===== config.mk =====
export PLATFORM = sky130hd
export DESIGN_NAME = mem_loader
export DESIGN_NICKNAME = d
export VERILOG_FILES = /design/src/rtl/loader_pkg.sv /design/src/rtl/byte_timeout.sv /design/src/rtl/mem_loader.sv
export SDC_FILE = /design/constraint.sdc
export NUM_CORES = 1
export LEC_CHECK = 0
export ABC_CLOCK_PERIOD_IN_PS = 7700
export BUFFER_PORTS_ARGS = -buffer_cell sky130_fd_sc_hd__buf_2
export CAP_MARGIN = 25
export CORE_ASPECT_RATIO = 1.75
export CORE_UTILIZATION = 50
export CTS_BUF_LIST = sky130_fd_sc_hd__clkbuf_4 sky130_fd_sc_hd__clkbuf_8
export CTS_CLUSTER_DIAMETER = 200
export DETAILED_ROUTE_END_ITERATION = 8
export PLACE_DENSITY = 0.74
export SYNTH_ARGS = -nofsm -noshare
export SYNTH_HDL_FRONTEND = slang
export SYNTH_SLANG_ARGS = --single-unit

===== constraint.sdc =====
create_clock -name clk -period 7.7 [get_ports clk]
set_clock_uncertainty 0.15 [all_clocks]
set_input_delay 0.385 -clock clk [delete_from_list [all_inputs] [get_ports clk]]
set_output_delay 0.385 -clock clk [all_outputs]
set_load 0.02 [all_outputs]

===== src/rtl/loader_pkg.sv =====
// Shared types and constants for the serial boot loader.
package loader_pkg;

  typedef enum logic [2:0] {
    IDLE     = 3'd0,
    CNT_HI   = 3'd1,
    CNT_LO   = 3'd2,
    DATA_HI  = 3'd3,
    DATA_LO  = 3'd4,
    SET_ADDR = 3'd5,
    WRITE    = 3'd6,
    CHECK    = 3'd7
  } state_t;

  localparam logic [7:0] SYNC_BYTE_DEF = 8'hA5;
  localparam int         CHK_W         = 8;

  function automatic logic [CHK_W-1:0] chk_update(input logic [CHK_W-1:0] chk,
                                                  input logic [7:0]       b);
    return chk ^ b;
  endfunction

endpackage


===== src/rtl/byte_timeout.sv =====
// Inter-byte idle counter; expired is high during the last allowed idle cycle.
module byte_timeout #(
  parameter int TIMEOUT_CYCLES = 100000
) (
  input  logic clk,
  input  logic rst,
  input  logic clr,
  input  logic run,
  output logic expired
);

  localparam int            CW   = $clog2(TIMEOUT_CYCLES + 1);
  localparam logic [CW-1:0] LAST = CW'(TIMEOUT_CYCLES - 1);

  logic [CW-1:0] cnt_r;

  // Idle-cycle counter, held at its limit until cleared
  always_ff @(posedge clk or posedge rst) begin
    if (rst) begin
      cnt_r <= '0;
    end else if (clr) begin
      cnt_r <= '0;
    end else if (run && (cnt_r != LAST)) begin
      cnt_r <= cnt_r + CW'(1);
    end else begin
      cnt_r <= cnt_r;
    end
  end

  assign expired = run && (cnt_r == LAST);

endmodule


===== src/rtl/mem_loader.sv =====
// Serial boot loader: frames UART bytes into 16-bit words and writes them to
// memory via its address-register / write-enable interface.
module mem_loader
  import loader_pkg::*;
#(
  parameter int          MEM_SIZE       = 256,
  parameter logic [15:0] BASE_ADDR      = 16'h0000,
  parameter logic [7:0]  SYNC_BYTE      = SYNC_BYTE_DEF,
  parameter int          TIMEOUT_CYCLES = 100000
) (
  input  logic        clk,
  input  logic        rst,
  input  logic        rx_valid,
  input  logic [7:0]  rx_data,
  output logic        rx_ready,
  output logic        mem_addr_en,
  output logic [15:0] mem_addr,
  output logic        mem_in_en,
  output logic [15:0] mem_in,
  output logic        busy,
  output logic        done,
  output logic        err,
  output logic [15:0] words_loaded
);

  localparam logic [16:0] LIMIT = 17'(MEM_SIZE - int'(BASE_ADDR));

  state_t            st_r, st_nxt;
  logic [15:0]       cnt_r, idx_r, word_r;
  logic [CHK_W-1:0]  chk_r;
  logic [15:0]       cnt_full_s;
  logic              acc_s, tmo_s, abort_s, timed_s, tmo_clr_s, oversize_s;

  assign acc_s      = rx_valid && rx_ready;
  assign cnt_full_s = {cnt_r[15:8], rx_data};
  assign oversize_s = {1'b0, cnt_full_s} > LIMIT;
  assign timed_s    = (st_r == CNT_HI) || (st_r == CNT_LO) || (st_r == DATA_HI) ||
                      (st_r == DATA_LO) || (st_r == CHECK);
  // A byte arriving in the final idle cycle still counts as on time
  assign abort_s    = tmo_s && !acc_s;
  assign tmo_clr_s  = acc_s || (st_nxt != st_r);

  byte_timeout #(.TIMEOUT_CYCLES(TIMEOUT_CYCLES)) u_tmo (
    .clk     (clk),
    .rst     (rst),
    .clr     (tmo_clr_s),
    .run     (timed_s),
    .expired (tmo_s)
  );

  // Frame state register
  always_ff @(posedge clk or posedge rst) begin
    if (rst) begin
      st_r <= IDLE;
    end else begin
      st_r <= st_nxt;
    end
  end

  // Next-state decode
  always_comb begin
    st_nxt = st_r;
    if (abort_s) begin
      st_nxt = IDLE;
    end else begin
      case (st_r)
        IDLE:     st_nxt = (acc_s && (rx_data == SYNC_BYTE)) ? CNT_HI : IDLE;
        CNT_HI:   st_nxt = acc_s ? CNT_LO : CNT_HI;
        CNT_LO: begin
          if (!acc_s)                    st_nxt = CNT_LO;
          else if (oversize_s)           st_nxt = IDLE;
          else if (cnt_full_s == 16'd0)  st_nxt = CHECK;
          else                           st_nxt = DATA_HI;
        end
        DATA_HI:  st_nxt = acc_s ? DATA_LO : DATA_HI;
        DATA_LO:  st_nxt = acc_s ? SET_ADDR : DATA_LO;
        SET_ADDR: st_nxt = WRITE;
        WRITE:    st_nxt = ((idx_r + 16'd1) == cnt_r) ? CHECK : DATA_HI;
        CHECK:    st_nxt = acc_s ? IDLE : CHECK;
        default:  st_nxt = IDLE;
      endcase
    end
  end

  // Handshake and memory strobes registered from the upcoming state
  always_ff @(posedge clk or posedge rst) begin
    if (rst) begin
      rx_ready    <= 1'b0;
      mem_addr_en <= 1'b0;
      mem_in_en   <= 1'b0;
    end else begin
      rx_ready    <= (st_nxt != SET_ADDR) && (st_nxt != WRITE);
      mem_addr_en <= (st_nxt == SET_ADDR);
      mem_in_en   <= (st_nxt == WRITE);
    end
  end

  // Frame datapath and status
  always_ff @(posedge clk or posedge rst) begin
    if (rst) begin
      cnt_r        <= 16'd0;
      idx_r        <= 16'd0;
      word_r       <= 16'd0;
      chk_r        <= '0;
      mem_addr     <= 16'd0;
      mem_in       <= 16'd0;
      busy         <= 1'b0;
      done         <= 1'b0;
      err          <= 1'b0;
      words_loaded <= 16'd0;
    end else begin
      done <= 1'b0;
      if (abort_s) begin
        err  <= 1'b1;
        busy <= 1'b0;
      end else begin
        case (st_r)
          IDLE: begin
            if (acc_s && (rx_data == SYNC_BYTE)) begin
              busy         <= 1'b1;
              err          <= 1'b0;
              chk_r        <= '0;
              idx_r        <= 16'd0;
              words_loaded <= 16'd0;
            end
          end
          CNT_HI: begin
            if (acc_s) begin
              cnt_r[15:8] <= rx_data;
              chk_r       <= chk_update(chk_r, rx_data);
            end
          end
          CNT_LO: begin
            if (acc_s) begin
              cnt_r[7:0] <= rx_data;
              chk_r      <= chk_update(chk_r, rx_data);
              if (oversize_s) begin
                err  <= 1'b1;
                busy <= 1'b0;
              end
            end
          end
          DATA_HI: begin
            if (acc_s) begin
              word_r[15:8] <= rx_data;
              chk_r        <= chk_update(chk_r, rx_data);
            end
          end
          DATA_LO: begin
            if (acc_s) begin
              word_r[7:0] <= rx_data;
              chk_r       <= chk_update(chk_r, rx_data);
              mem_addr    <= BASE_ADDR + idx_r;
            end
          end
          SET_ADDR: mem_in <= word_r;
          WRITE: begin
            idx_r <= idx_r + 16'd1;
            if (words_loaded < cnt_r) begin
              words_loaded <= words_loaded + 16'd1;
            end
          end
          CHECK: begin
            if (acc_s) begin
              busy <= 1'b0;
              if (rx_data == chk_r) begin
                done <= 1'b1;
              end else begin
                err <= 1'b1;
              end
            end
          end
          default: busy <= 1'b0;
        endcase
      end
    end
  end

endmodule


==> impl_results.md <==
- Worst Hold Class: input port to register
- Placed insts: 914
- Critical Path Sink Type: register
- Pleak: 3.53 nW
- Synth area leaders: dfrtp_1, mux2_2, xnor2_1
- RSZ-0062 raised after global routing: no
- Flops & latches, synth: 130
- Post-Layout Cell Count: 949
- Final hold vios: 0
- Row Count: 56
- FF+latch area: 3250 um2
- Post-synth cell types: 61
- Initial core utilization: 51.7%
- Final setup viols: 0
- Syn nets: 737
- Initial antenna violation count: 0
- Nets: 792
- Worst path required time: 7.90 ns
- Clock Path Buffers: 2
- Largest net degree at the start of global routing: 70
- Max_cap viols: 0
- Number of global-route vias before repair: 5853
- Root buffer cell: clkbuf_8
- Multi-input gate area: 3500 um2
- CTS tree: yes
- Yosys top cell by area: dfrtp_1
- Crit path kind: register to register
- Synth top area share: 46.5%
- Critical Path AT: 3.46 ns
- Actual slew at the worst max-slew pin: 1.03 ns
- DRC: 0
- Final critical-path required period: 3.26 ns
- Post-synth EDFFs: 0
- Top_reg_cell synth: dfrtp_1
- Final TNS setup: 0 ns
- Final Wtd Congestion: 0.872
- Die Area: 14500 um2
- Max-slew violation count: 0
- Async S/R FF share, synth: 100%
- Total power: 2.85 mW
- Clock latency on the worst-skew pair: 0.44 ns
- Routed WL per cell: 18.2 um
- Cell count after synthesis: 708
- Ys Warns: 0
- Routed Antenna Nets: 0
- Setup slack, reg-to-reg: 4.44 ns
- Fillers: 1163
- DP Wirelength: 12100 um
- I/O Pins: 65
- Grt ovf: 0
- Chip Height: 158 um
- Pre-Repair DR Iteration Count: 6
- Max Clk Rate: 307 MHz
- Diode count: 0
- CTS Buf Count: 17
- Gr usage total: 25.0%
- Synth top cells by count: dfrtp_1, nand2_1, nor2_1
- Most frequent cell after synthesis: dfrtp_1
- Area growth, synth to finish: 12.7%
- Post-synthesis cell area: 6990 um2
- DR vias/cell: 6.06
- Worst IR Drop VDD: 0.215 mV
- H-tree levels: 4
- First-pass GRT wire length: 28300 um
- Tcrit/Tclk final: 42.3%
- I/O Buffers: 64
- Total Routed Length: 17300 um
- Status: completed
- DR vias: 5749
- Clock slew at reported path FFs: 0.08 ns
- Sequential element share of the synthesized area: 46.5%
- Clk sinks: 130
- Critical Path Start Type: register
- Cell Pwr Density: 362 nW/um2
- Die width: 91.4 um
- Share of layout cells above drive strength 1: 20.4%
- Avg Inst Size Synth: 9.87 um2
- Crit path max fanout: 17
- Core box area: 13500 um2
- Drt initial violations: 361
- Slew HR: 31.1%
## final timing paths
check	depth (start not counted)	start	endpoint
setup / recovery	6	st_r[1]	words_loaded[10]
hold / removal	3	rx_data[6]	chk_r[6]
setup reg to reg	6	st_r[1]	words_loaded[10]
hold reg to reg	2	mem_addr[3]	mem_addr[3]
max in group asynchronous	5	rst	cnt_r[0]
min in group asynchronous	3	rst	words_loaded[12]
## layout by cell type (no fill, tap or decap), types with 5 or more instances in the layout
master      n
a21o_1      5
a21oi_1    28
and2_1      5
and3_1     10
and4_1      5
buf_2      64
buf_4       6
clkbuf_8   18
dfrtp_1   130
ha_1       18
inv_1      23
mux2_1     11
mux2_2     43
mux2i_1    16
nand2_1    60
nand2b_1   25
nand3_1    24
nand4_1    20
nor2_1     51
nor3_1     14
nor4_1     10
o21ai_0    11
o21ai_1    50
o31ai_1     6
or3_1       5
xnor2_1    31
xor2_1     10
## state kept, by name, indices dropped and copies added, names as in the netlist
signal        cells
err               1
st_r              3
word_r           16
mem_addr_en       1
idx_r            16
words_loaded     16
done              1
chk_r             8
rx_ready          1
mem_addr         16
cnt_r            16
mem_in_en         1
u_tmo.cnt_r      17
mem_in           16
busy              1
## where the power goes
| group | leakage (nW) | internal (mW) | switching (mW) | total [mW] |
|---|---|---|---|---|
| clock network | 0.187 | 0.294 | 0.282 | 0.576 |
| logic | 1.70 | 0.459 | 0.625 | 1.08 |
| registers | 1.65 | 0.918 | 0.274 | 1.19 |
## final cells by class
type,count,area share (%)
clock buffer,18,3.14
timing repair buffer,74,5.40
inverter,26,1.27
clock inverter,13,1.73
sequential,130,41.3
multi-input combinational,514,44.4
tap,174,2.76
## through the flow
stage | hold slack, ns | area (um2) | setup WS [ns] | util, %
3_5_place_dp | 0.325 | 7450 | 4.28 | 55.1
2_1_floorplan | 0.325 | 6990 | 3.70 | -
4_1_cts | 0.114 | 7850 | 4.31 | 58.0
5_1_grt | 0.148 | 7880 | 4.37 | 58.3
3_3_place_gp | 0.314 | 7420 | 4.34 | 54.9
6_report | 0.128 | 7880 | 4.44 | 58.3
## routing by layer
| metal | vias up | global-route usage, % | share of wire [%] |
|---|---|---|---|
| met1 | 2883 | 25.9 | 37 |
| li1 | 2631 | - | - |
| met5 | - | 0 | 0 |
| met3 | 62 | 3.96 | 3.5 |
| met4 | 0 | 13.0 | 3.6 |
| met2 | 173 | 48.2 | 55 |
## worst max-delay path: stages, from the launching register on
cell,delay [ns]
dfrtp_1,0.56
or4bb_1,0.62
o32a_1,0.35
or2_1,0.48
a211o_4,0.46
a2111oi_4,0.34
mux2i_1,0.23
## cell families (layout without fill, tap and decap cells)
group	after synthesis	in the layout	synth area share (%)
flip-flops	130	130	46.5
XOR/XNOR	41	41	5.14
multiplexers	70	70	11.0
adder cells (fa/ha/maj)	18	18	3.22
AO/OA/AOI/OAI	135	135	12.2
AND/OR/NAND/NOR	250	250	18.3
buffers and inverters	64	131	3.51
## timing repair
action	in CTS	in global routing
hold buffers	1	0
endpoints found under the hold margin	43	0
gates resized for setup	0	0
setup buffers	0	0
(Power assumes the default switching activity.)
